==> src/rtl/sched_pkg.sv <==
`default_nettype none
// +----------------------------------------------------------------------------+
// | sched_pkg : shared types and helpers for the round-robin port scheduler    |
// | Rev 1.0                                                                    |
// +----------------------------------------------------------------------------+
package sched_pkg;

    typedef enum logic {
        IDLE   = 1'b0,
        LOCKED = 1'b1
    } sched_state_e;

    // Index width for n ports, never narrower than one bit.
    function automatic int port_w(input int n);
        return (n > 1) ? $clog2(n) : 1;
    endfunction

endpackage
`default_nettype wire

==> src/rtl/rr_pick.sv <==
`default_nettype none
// +----------------------------------------------------------------------------+
// | rr_pick : combinational round-robin picker, first request at or after ptr  |
// | Rev 1.0                                                                    |
// +----------------------------------------------------------------------------+
module rr_pick #(
    parameter int N  = 6,
    parameter int PW = 3
) (
    input  logic [N-1:0]  req_i,
    input  logic [PW-1:0] ptr_i,
    output logic [PW-1:0] idx_o,
    output logic          found_o
);

    localparam int c_DW = 2 * N;
    localparam int c_CW = $clog2(c_DW);

    logic [c_DW-1:0] w_dbl;
    logic [c_DW-1:0] w_mask;
    logic [c_DW-1:0] w_sel;
    logic [c_CW-1:0] w_pos;

    // The upper copy is never masked, so the scan wraps past N-1 back to 0.
    always_comb begin
        w_dbl = {req_i, req_i};
        for (int i = 0; i < c_DW; i++) begin
            w_mask[i] = (i >= int'(ptr_i));
        end
        w_sel   = w_dbl & w_mask;
        found_o = |req_i;
        w_pos   = '0;
        for (int i = c_DW - 1; i >= 0; i--) begin
            if (w_sel[i]) begin
                w_pos = c_CW'(i);
            end
        end
        if (w_pos >= c_CW'(N)) begin
            idx_o = PW'(w_pos - c_CW'(N));
        end else begin
            idx_o = PW'(w_pos);
        end
    end

endmodule
`default_nettype wire

==> src/rtl/port_rr_scheduler.sv <==
`default_nettype none
// +----------------------------------------------------------------------------+
// | port_rr_scheduler : shares one consumer among PORT_COUNT valid/ready ports |
// | with burst-locked round-robin grants.  Rev 1.0                             |
// +----------------------------------------------------------------------------+
module port_rr_scheduler
    import sched_pkg::*;
#(
    parameter int PORT_COUNT = 6,
    parameter int DATA_W     = 8,
    parameter int MAX_BURST  = 4
) (
    input  logic                           clk,
    input  logic                           rst,
    input  logic [PORT_COUNT-1:0]          req_valid,
    input  logic [PORT_COUNT*DATA_W-1:0]   req_data,
    input  logic [PORT_COUNT-1:0]          req_last,
    output logic [PORT_COUNT-1:0]          req_ready,
    output logic                           out_valid,
    output logic [DATA_W-1:0]              out_data,
    output logic                           out_last,
    output logic [port_w(PORT_COUNT)-1:0]  out_port,
    input  logic                           out_ready,
    output logic                           busy
);

    localparam int c_PORT_W = port_w(PORT_COUNT);
    localparam int c_CNT_W  = $clog2(MAX_BURST + 1);
    localparam logic [c_CNT_W-1:0]  c_CNT_LAST = c_CNT_W'(MAX_BURST - 1);
    localparam logic [c_PORT_W-1:0] c_PORT_MAX = c_PORT_W'(PORT_COUNT - 1);

    sched_state_e          state_q;
    logic [c_PORT_W-1:0]   ptr_q;
    logic [c_PORT_W-1:0]   owner_q;
    logic [c_CNT_W-1:0]    cnt_q;

    logic [c_PORT_W-1:0]   w_pick_idx;
    logic                  w_pick_found;
    logic                  w_own_valid;
    logic                  w_own_last;
    logic [DATA_W-1:0]     w_own_data;
    logic                  w_locked;
    logic                  w_accept;

    rr_pick #(
        .N  (PORT_COUNT),
        .PW (c_PORT_W)
    ) u_pick (
        .req_i   (req_valid),
        .ptr_i   (ptr_q),
        .idx_o   (w_pick_idx),
        .found_o (w_pick_found)
    );

    // Explicit compare mux keeps unused owner encodings from indexing out of range.
    always_comb begin
        w_own_valid = 1'b0;
        w_own_last  = 1'b0;
        w_own_data  = '0;
        for (int i = 0; i < PORT_COUNT; i++) begin
            if (owner_q == c_PORT_W'(i)) begin
                w_own_valid = req_valid[i];
                w_own_last  = req_last[i];
                w_own_data  = req_data[i*DATA_W +: DATA_W];
            end
        end
    end

    assign w_locked = (state_q == LOCKED);

    always_comb begin
        out_valid = w_locked && w_own_valid;
        out_data  = out_valid ? w_own_data : '0;
        out_last  = out_valid && (w_own_last || (cnt_q == c_CNT_LAST));
        out_port  = w_locked ? owner_q : '0;
        busy      = w_locked;
        req_ready = '0;
        for (int i = 0; i < PORT_COUNT; i++) begin
            req_ready[i] = w_locked && out_ready && (owner_q == c_PORT_W'(i));
        end
    end

    assign w_accept = out_valid && out_ready;

    always_ff @(posedge clk) begin
        if (rst) begin
            state_q <= IDLE;
            ptr_q   <= '0;
            owner_q <= '0;
            cnt_q   <= '0;
        end else begin
            case (state_q)
                IDLE: begin
                    if (w_pick_found) begin
                        owner_q <= w_pick_idx;
                        cnt_q   <= '0;
                        state_q <= LOCKED;
                    end
                end
                LOCKED: begin
                    if (w_accept) begin
                        if (out_last) begin
                            state_q <= IDLE;
                            cnt_q   <= '0;
                            ptr_q   <= (owner_q == c_PORT_MAX) ? '0 : owner_q + 1'b1;
                        end else begin
                            cnt_q <= cnt_q + 1'b1;
                        end
                    end
                end
                default: state_q <= IDLE;
            endcase
        end
    end

endmodule
`default_nettype wire

==> config.mk <==
export PLATFORM = sky130hd
export DESIGN_NAME = port_rr_scheduler
export DESIGN_NICKNAME = d
export VERILOG_FILES = /design/src/rtl/sched_pkg.sv /design/src/rtl/rr_pick.sv /design/src/rtl/port_rr_scheduler.sv
export SDC_FILE = /design/constraint.sdc
export NUM_CORES = 1
export LEC_CHECK = 0
export CAP_MARGIN = 10
export CORE_MARGIN = 4
export CORE_UTILIZATION = 34
export DETAILED_ROUTE_END_ITERATION = 8
export GPL_TIMING_DRIVEN = 0
export PLACE_DENSITY = 0.74
export SLEW_MARGIN = 20
export SYNTH_ARGS = -nofsm -noshare
export SYNTH_HDL_FRONTEND = slang
export SYNTH_HIERARCHICAL = 1
export SYNTH_SLANG_ARGS = --single-unit
==> constraint.sdc <==
create_clock -name clk -period 2.6 [get_ports clk]
set_input_delay 0.26 -clock clk [delete_from_list [all_inputs] [get_ports clk]]
set_output_delay 0.26 -clock clk [all_outputs]
set_load 0.01 [all_outputs]
==> metrics.md <==
| Metric | Value |
|---|---|
| Status | `completed` |
| DP Wirelength | `3940 um` |
| CTS tree | `built` |
| Routing usage on met1 | `25.3%` |
| Critical Path RT | `2.34 ns` |
| GP Congestion | `0.904` |
| FF-to-FF setup slack | `0.22 ns` |
| Clk slew on worst S/H paths | `0.05 ns` |
| Met2 track utilization from global routing | `34.8%` |
| DR iter-0 viols | `100` |
| End of the worst register-to-register path | `ptr_q[0]$_SDFFE_PP0P_` |
| CP endpoint kind | `output pin` |
| Crit Path Class | `reg -> out` |
| Crit Reg-Reg Startpoint | `owner_q[0]$_SDFFE_PP0P_` |
| Power per cell area | `281 nW/um^2` |
| Clk buf depth | `2` |
| Clock skew | `0.00396 ns` |
| Antenna-violating nets left | `0` |
| Number of port buffers | `82` |
| Yosys top cell by area | `mux2i_1` |
| DR pass1 iterations | `4` |
| Synthesized area | `1370 um^2` |
| Synth Flop Type | `dfxtp_1` |
| Synth Warn # | `6` |
| Nets | `340` |
| Die Height | `71.6 um` |
| Worst VDD drop | `354 uV` |
| Slew Viols, Final | `0` |
| Sequential share of the synthesized area | `14.6%` |
| Drt total wl | `5250 um` |
| Worst hold path class | `reg -> reg` |
| Crit path depth | `9` |
| Reg2Reg Depth | `9` |
| Hold_sp | `cnt_q[1]$_SDFFE_PP0P_` |
| Final hold violations | `0` |
| Slew headroom | `59.0%` |
| Final setup TNS | `0 ns` |
| Most common cell after layout, fill and taps aside | `clkdlybuf4s50_1` |
| Num rows | `22` |
| Post-synthesis register bit count | `10` |
| Pin count of the biggest net entering global routing | `12` |
| Global route hottest layer | `met2` |
| Hold path cells | `2` |
| WHS Endpoint | `cnt_q[1]$_SDFFE_PP0P_` |
| MaxCap Viol Count | `0` |
| Detailed-route via count | `1755` |
| H-tree levels | `1` |
| Clk root buf | `clkbuf_8` |
| Library cells used by synthesis | `47` |
| Width of the die | `71.6 um` |
| Area grow syn2layout | `79.1%` |
| Commonest non-fill, non-tap cells in the layout | `72 x clkdlybuf4s50_1, 24 x mux2i_1, 14 x nor2_1, 11 x buf_4, 11 x nand2_1` |
| Pleak | `0.912 nW` |
| CTS Buf Count | `3` |
| Sink Count | `10` |
| Least-Margin Pin Slew | `0.615 ns` |
| GR Util met3 | `3.79%` |
| Peak Freq | `0.403 GHz` |
| Core area | `3770 um^2` |
| Initial antenna violation count | `0` |
| Drt wl/cell | `16.4 um` |
| DRC | `0` |
| Drt via density | `5.47` |
| Initial core utilization | `36.4%` |
| First-pass GRT wire length | `8290 um` |
| Startpoint Class | `flop` |
| Critical path's slowest cell | `dfxtp_4` |
| Area contributors post-synth | `mux2i_1 17%, dfxtp_1 15%, a221oi_1 5.7%` |
| Clock Latency Late Sink | `0.24 ns` |
| Worst EP arrival | `2.22 ns` |
| Slowest stage delay, CP | `0.35 ns` |
| Critical-path maximum fanout | `19` |
| CP Cell Sequence | `clkbuf_16 > and2_4 > ha_4 > nor2b_2 > mux2i_4 > o311ai_4 > buf_4 > a211oi_2 > buf_2` |
| Async set-or-reset flop fraction in the synthesized netlist | `0%` |
| Number of placed I/O pins | `83` |
| Share of cells above drive strength 1 | `18.7%` |
| Top delay family on crit path | `buffers and inverters` |
| Top cell type's share of synthesized area | `17.5%` |
| RSZ-0062 raised after global routing | `no` |
| Tot Pwr | `0.692 mW` |
| Diode count | `0` |
| Synth Instances | `179` |
| Final min period | `2.48 ns` |
| Full die area | `5120 um^2` |
| Fin crit share | `95.4%` |
| WP buf/inv | `3` |
| Grt ovf | `0` |
| Vias in the first global route | `1734` |
| Setup violators final | `0` |
| Total Routing Usage GR | `19.9%` |
| Post-synth EDFFs | `0` |
| Post-Synthesis Mean Instance Area | `7.67 um^2` |
| Post-Syn Nets | `245` |
-- area by class of cell --
cell class	count	area, um^2
repair buffers	92	853
fillers	334	1310
inverters	9	33.8
flip-flops and latches	10	208
well taps	48	60.1
multi-input cells	147	1160
clock buffers	4	55.1
plain buffers	11	93.8
-- layer usage --
layer / wire length [um] / up-vias / part of all wire, %
li1: - / 872 / -
met5: 0 / - / 0
met2: 2460 / 78 / 47
met1: 2370 / 802 / 45
met4: 29 / 0 / 0.55
met3: 396 / 3 / 7.5
-- worst register-to-register path, cell delays in order (launching register included) --
cell and delay [ns]:
dfxtp_4 0.35, clkbuf_16 0.18, and2_4 0.15, ha_4 0.17, nor2b_2 0.16, mux2i_4 0.25
buf_4 0.17, o311a_4 0.23, a21boi_1 0.25, mux2_1 0.35
-- cell usage after synthesis (2+ instances only) --
cell	n
a211oi_1	10
a21oi_1	6
a221oi_1	9
and2_1	4
and3_1	2
buf_2	4
buf_6	2
clkbuf_1	7
dfxtp_1	10
ha_1	3
inv_1	9
mux2i_1	24
nand2_1	11
nand2b_1	3
nand3b_1	4
nor2_1	14
nor2b_1	5
nor3_1	8
o21ai_0	5
o21ai_1	9
o22ai_1	2
o32ai_1	2
or3_1	2
-- flip-flops by register name, summed over array words and instances (netlist names) --
signal	count
cnt_q	3
owner_q	3
busy	1
ptr_q	3
-- power breakdown --
part	leakage, nW	switching, mW	internal, mW
clock	0.0288	0.0643	0.133
sequential	0.0827	0.00997	0.158
combinational	0.800	0.137	0.189
-- timing repair --
item,CTS,global route
setup endpoints to repair,18,12
pin swaps,6,1
gates cloned,1,0
hold endpoints to repair,0,0
buffers inserted,6,4
hold buffers,0,0
gates resized for setup,61,9
-- cells by family after synthesis --
kind of cell | synth area share [%]
AO/OA/AOI/OAI | 29.5
adder cells (fa/ha/maj) | 2.73
buffers and inverters | 8.01
flip-flops | 14.6
multiplexers | 21.0
AND/OR/NAND/NOR | 24.1
-- through the flow --
stage	hold WS, ns	util (%)	cells	cell area [um^2]	worst slack, ns
after floorplan	0.435	-	179	1370	0.0540
after global placement	0.479	59.8	309	2250	-0.998
after detailed placement	0.479	59.8	309	2250	-1.03
after CTS	0.488	64.7	319	2440	0.0126
after global routing	0.529	65.3	321	2460	0.00386
final	0.485	65.3	321	2460	0.119
-- worst max-delay path by stage --
stage                            start          end  slack (ns)
4_1_cts        owner_q[1]$_SDFFE_PP0P_  out_data[7]        0.01
2_1_floorplan  owner_q[0]$_SDFFE_PP0P_  out_data[0]        0.05
5_1_grt        owner_q[2]$_SDFFE_PP0P_  out_data[1]       0.004
3_3_place_gp   owner_q[0]$_SDFFE_PP0P_  out_data[2]        -1.0
6_report       owner_q[0]$_SDFFE_PP0P_  out_data[1]        0.12
3_5_place_dp   owner_q[0]$_SDFFE_PP0P_  out_data[5]       -1.03
Note: power is estimated with default switching activity, not from simulation.
==> RTL change 1: new RTL, same flow settings <==
Set the parameter `PORT_COUNT` to 7 (it was 6).
--- a/src/rtl/port_rr_scheduler.sv
+++ b/src/rtl/port_rr_scheduler.sv
@@ -6,7 +6,7 @@
 module port_rr_scheduler
     import sched_pkg::*;
 #(
-    parameter int PORT_COUNT = 6,
+    parameter int PORT_COUNT = 7,
     parameter int DATA_W     = 8,
     parameter int MAX_BURST  = 4
 ) (
Interface: changed (resized req_data, req_last, req_ready and req_valid); port bits go from 83 to 94. No check against the original RTL was run, so the function may have changed too.
==> RTL change 1 against the unedited design <==
- total power increased by 21%
- design area is 16% higher
- sequential cell count did not move
- setup slack worse by 0.11 ns
- die area rose by 17%
- synthesized area increased by 19%
- clock skew grew 0.00085 ns
- routed wire length up 18%
- critical path type unchanged
- largest power group unchanged
==> RTL change 1: results (changes against the unedited design) <==
| Metric | Value |
|---|---|
| Pre-CTS setup slack | `-0.979 ns (was -1.03 ns)` |
| Met1 global-route usage | `0.225 (was 0.253)` |
| Wire length of the first global-routing pass | `9.87 mm (was 8.29 mm)` |
| Fill cell count | `437 (was 334)` |
| Syn avg cell area | `7.23 µm² (was 7.67 µm²)` |
| LEAKAGE | `0.00119 µW (was 0.000912 µW)` |
| Hold/Removal Path Class | `in2reg (was reg2reg)` |
| CP max FO | `6 (was 19)` |
| Max IR drop VDD | `0.000118 V (was 0.000354 V)` |
| Setup Skew | `0.00481 ns (was 0.00396 ns)` |
| Distinct cells, synth | `55 (was 47)` |
| Total power | `841 µW (was 692 µW)` |
| Slew margin rel. | `0.647 (was 0.590)` |
| Final non-filler cell total | `391 (was 321)` |
| Comb power | `468 µW (was 326 µW)` |
| Routability cong. | `0.865 (was 0.904)` |
| Vias in the first global route | `2,126 (was 1,734)` |
| Root Driver | `clkbuf_8 (unchanged)` |
| Via-to-Cell Ratio | `5.57 (was 5.47)` |
| Port bufs | `92 (was 82)` |
| Inst Count DP | `373 (was 309)` |
| Final hold violation count | `0 (unchanged)` |
| Pint | `563 µW (was 481 µW)` |
| DR WL/cell | `15.9 µm (was 16.4 µm)` |
| Largest net degree at the start of global routing | `11 (was 12)` |
| GRT met3 Usage | `0.0615 (was 0.0379)` |
| Status | `completed (unchanged)` |
| Share of layout cells above drive strength 1 | `0.175 (was 0.187)` |
| CP max stage cell | `a222oi_1 (was dfxtp_4)` |
| Cell family with most CP delay | `compound AO/OA/AOI/OAI gates (was buffers and inverters)` |
| Post-synthesis net count | `304 (was 245)` |
| Number of antenna violations at the first check in global routing | `0 (unchanged)` |
| Sequential share of power | `0.202 (was 0.243)` |
| DP Wirelength | `4.69 mm (was 3.94 mm)` |
| DP Area | `2630 µm² (was 2250 µm²)` |
| First-iteration detailed-routing DRC count | `135 (was 100)` |
| First drt pass iteration count | `4 (unchanged)` |
| Met2 GRT Util | `0.345 (was 0.348)` |
| Gr usage total | `0.196 (was 0.199)` |
| Sequential area share after synthesis | `0.122 (was 0.146)` |
| Synth area leaders | `dfxtp_1 (12%), mux2i_1 (7.3%), o211a_1 (4.9%), nand2_1 (4.8%), a21oi_1 (4.6%) (was mux2i_1 (17%), dfxtp_1 (15%), a221oi_1 (5.7%), a211oi_1 (5.5%), nor2_1 (3.8%))` |
| Synth top cells by count | `nand2_1 (21), a21oi_1 (15), nand3_1 (13), mux2i_1 (12), nor2_1 (11) (was mux2i_1 (24), nor2_1 (14), nand2_1 (11), a211oi_1 (10), dfxtp_1 (10))` |
| Arrival @ worst endpoint | `2.33 ns (was 2.22 ns)` |
| Final-stage net count | `415 (was 340)` |
| Crit-path max cell delay | `0.49 ns (was 0.35 ns)` |
| Cell area after layout | `2870 µm² (was 2460 µm²)` |
[RTL change 1: changes by cell type after synthesis, sizes merged, moves of 9 or more]
cell | before | now
a211oi | 10 | 1
a21oi | 6 | 15
mux2i | 25 | 12
nand2 | 11 | 21
nand3 | 1 | 13
o31ai | 0 | 9
[RTL change 1: area by class of cell]
cell class | count | share of cell area
Clock buffer | 4 | 0.0192
Tap cell | 54 | 0.0236
Multi-Input combinational cell | 191 | 0.476
Inverter | 6 | 0.00786
Sequential cell | 10 | 0.0725
Timing Repair Buffer | 108 | 0.355
Buffer | 18 | 0.0459
[RTL change 1: path summary, 6_finish.rpt]
path / start / end / slack [ns] / cells after the start
hold / removal: rst / owner_q[2]$_SDFFE_PP0P_ / 0.42 / 2
setup reg to reg: owner_q[1]$_SDFFE_PP0P_ / cnt_q[0]$_SDFFE_PP0P_ / 0.19 / 11
setup / recovery: owner_q[1]$_SDFFE_PP0P_ / out_data[3] / 0.01 / 10
hold reg to reg: cnt_q[2]$_SDFFE_PP0P_ / cnt_q[2]$_SDFFE_PP0P_ / 0.46 / 2
[RTL change 1: timing repair]
action                                  4_1_cts  5_1_grt
pin swaps                                     4        6
setup buffers                                 7        9
endpoints found under the hold margin         0        0
resized for setup                            57       12
endpoints found under the setup margin       19       12
[RTL change 1: cells by family after synthesis]
logic type	share of synthesized area
flip-flops	0.122
buffers and inverters	0.0687
multiplexers	0.0892
AO/OA/AOI/OAI	0.377
adder cells (fa/ha/maj)	0.0305
XOR/XNOR	0.00534
AND/OR/NAND/NOR	0.307
[RTL change 1: layer usage]
layer	routed length [µm]	vias up
met5	0	-
li1	-	1082
met3	591	9
met4	116	0
met1	2430	992
met2	3060	95
==> RTL change 2: new RTL, config.mk and constraints unchanged <==
Without the edit above. Reset style: asynchronous (`rst`), changed in one clocked block.
--- a/src/rtl/port_rr_scheduler.sv
+++ b/src/rtl/port_rr_scheduler.sv
@@ -82,7 +82,7 @@
 
     assign w_accept = out_valid && out_ready;
 
-    always_ff @(posedge clk) begin
+    always_ff @(posedge clk or posedge rst) begin
         if (rst) begin
             state_q <= IDLE;
             ptr_q   <= '0;
Function: differs if rst is asserted again (counterexample within 4 cycles, from zero or initial values and one cycle with rst high); with rst held inactive, the same outputs for 10 cycles.
==> RTL change 2 against the unedited design <==
- utilization increased by 2.5 points
- synthesized area fell by 3.6%
- setup slack worse by 0.021 ns
- die area decreased by 3.2%
- sequential share of layout area grew 1.5 points
- global-route usage rose by 1.8 points
- sequential cell count is the same
- design area grew 2.4%
- routed wire length grew 5.8%
Power is left out: it rests on default switching activity, and per cell area and clock period it moved more than threefold.
==> RTL change 2: results (changes against the unedited design) <==
| Metric | Value |
|---|---|
| CP max FO | `8 (was 19)` |
| TritonCTS buffer count | `3 (unchanged)` |
| First-iteration detailed-routing DRC count | `201 (was 100)` |
| Max clock buf depth | `2 (unchanged)` |
| Arrival @ worst endpoint | `2.24 ns (was 2.22 ns)` |
| Async S/R FF share, synth | `1.00 (was 0)` |
| Synth top cells by count | `nand2_1 (21), mux2i_1 (17), o21ai_0 (15), inv_1 (11) (was mux2i_1 (24), nor2_1 (14), nand2_1 (11), a211oi_1 (10), dfxtp_1 (10))` |
| Setup Skew | `0.000434 ns (was 0.00396 ns)` |
| N_diodes | `0 (unchanged)` |
| Synth Flop Type | `dfrtp_1 (was dfxtp_1)` |
| Top flop regs | `cnt_q (3), owner_q (3), ptr_q (3) (unchanged)` |
| H-tree Lvls | `1 (unchanged)` |
| Share of layout cells above drive strength 1 | `0.220 (was 0.187)` |
| Post-synthesis net count | `243 (was 245)` |
| Synth area leaders | `dfrtp_1 (19%), mux2i_1 (13%), a221oi_1 (5.9%), nand2_1 (5.9%), a211oi_1 (5.7%) (was mux2i_1 (17%), dfxtp_1 (15%), a221oi_1 (5.7%), a211oi_1 (5.5%), nor2_1 (3.8%))` |
| Top cell type's share of synthesized area | `0.189 (was 0.175)` |
| Distinct cells, synth | `45 (was 47)` |
| DP Area | `2210 µm² (was 2250 µm²)` |
| DP Wirelength | `4.12 mm (was 3.94 mm)` |
| Port bufs | `82 (unchanged)` |
| First drt pass iteration count | `4 (unchanged)` |
| Clk slew on worst S/H paths | `around 0.04 ns` |
| Root Driver | `clkbuf_8 (unchanged)` |
| Status | `completed (unchanged)` |
| Clk_lat worst skew | `0.23 ns` |
| Synth warn | `6 (unchanged)` |
| Vias in the first global route | `1,658 (was 1,734)` |
| DR WL/cell | `16.8 µm (was 16.4 µm)` |
| Final-stage net count | `349 (was 340)` |
| Gr usage total | `0.218 (was 0.199)` |
| Sequential area share after synthesis | `0.189 (was 0.146)` |
| Slew margin rel. | `0.541 (was 0.590)` |
| Routability cong. | `0.883 (was 0.904)` |
| Largest net degree at the start of global routing | `20 (was 12)` |
| Hold/Removal Path Class | `in2async (was reg2reg)` |
| Number of antenna violations at the first check in global routing | `0 (unchanged)` |
| Via-to-Cell Ratio | `5.35 (was 5.47)` |
| Wire length of the first global-routing pass | `8.65 mm (was 8.29 mm)` |
[RTL change 2: cell types whose count changed in the layout (fill, tap and decap cells not counted), moves of 3 or more]
cell and change:
nand3b_1 -3, buf_6 +3, buf_4 +6, o21ai_1 -9
o22ai_1 +4, nor2_1 -7, o21ai_0 +10, mux2i_1 -7
dfrtp_1 +10, nand2_1 +9, dfxtp_1 -8
[RTL change 2: worst max-delay path, stage by stage (launching register included)]
cell       delay (ns)
dfrtp_1          0.42
clkbuf_16        0.17
and2_4           0.14
ha_4             0.17
inv_2            0.05
o22ai_1          0.06
o21a_1           0.22
nor2_4           0.12
nand2_4          0.11
buf_6            0.17
a211oi_4         0.20
buf_2            0.17
[RTL change 2: final cells by class]
class	instances	area [µm²]
inverters	12	45.0
multi-input cells	142	1030
repair buffers	104	983
flip-flops and latches	10	250
well taps	48	60.1
fillers	337	1200
plain buffers	10	98.8
clock buffers	4	55.1
[RTL change 2: worst paths after layout]
kind	startpoint	slack, ns	depth (start not counted)	to
setup / recovery	owner_q[0]$_DFFE_PP0P_	0.1	11	out_data[3]
hold / removal	rst	0.29	2	busy$_DFF_PP0_
setup reg to reg	owner_q[0]$_DFFE_PP0P_	0.22	10	cnt_q[1]$_DFFE_PP0P_
hold reg to reg	cnt_q[0]$_DFFE_PP0P_	0.51	1	cnt_q[0]$_DFFE_PP0P_
max in group asynchronous	rst	2.05	2	ptr_q[1]$_DFFE_PP0P_
min in group clk	cnt_q[0]$_DFFE_PP0P_	0.51	1	cnt_q[0]$_DFFE_PP0P_
[RTL change 2: cells by family (layout without fill, tap and decap cells)]
kind of cell / after synthesis / count (layout) / synth area share
simple gates: 64 / 64 / 0.260
compound gates: 56 / 56 / 0.285
buf+inv: 25 / 130 / 0.0925
mux: 19 / 19 / 0.145
flops: 10 / 10 / 0.189
fa+ha+maj: 3 / 3 / 0.0283
[RTL change 2: repair_timing]
item                                   4_1_cts  5_1_grt
pin swaps                                    5        6
gates resized for setup                     66        9
setup endpoints to repair                   18       14
endpoints found under the hold margin        0        0
buffers inserted                            16        6
[RTL change 2: stage by stage]
stage / util / std cells / worst slack [ns] / setup TNS (ns)
2_1_floorplan: - / 177 / 0.0966 / 0
3_3_place_gp: 0.594 / 307 / -0.825 / -9.33
3_5_place_dp: 0.594 / 307 / -0.859 / -10.08
4_1_cts: 0.666 / 326 / -0.110 / -0.307
5_1_grt: 0.678 / 330 / -0.0108 / -0.0108
6_report: 0.678 / 330 / 0.0979 / 0
[RTL change 2: layer usage]
metal	vias to the layer above	global-route usage	routed length [µm]
met5	-	0	0
met4	0	0.0745	180
met3	18	0.0388	199
met2	52	0.345	2690
met1	827	0.294	2490
li1	870	-	-
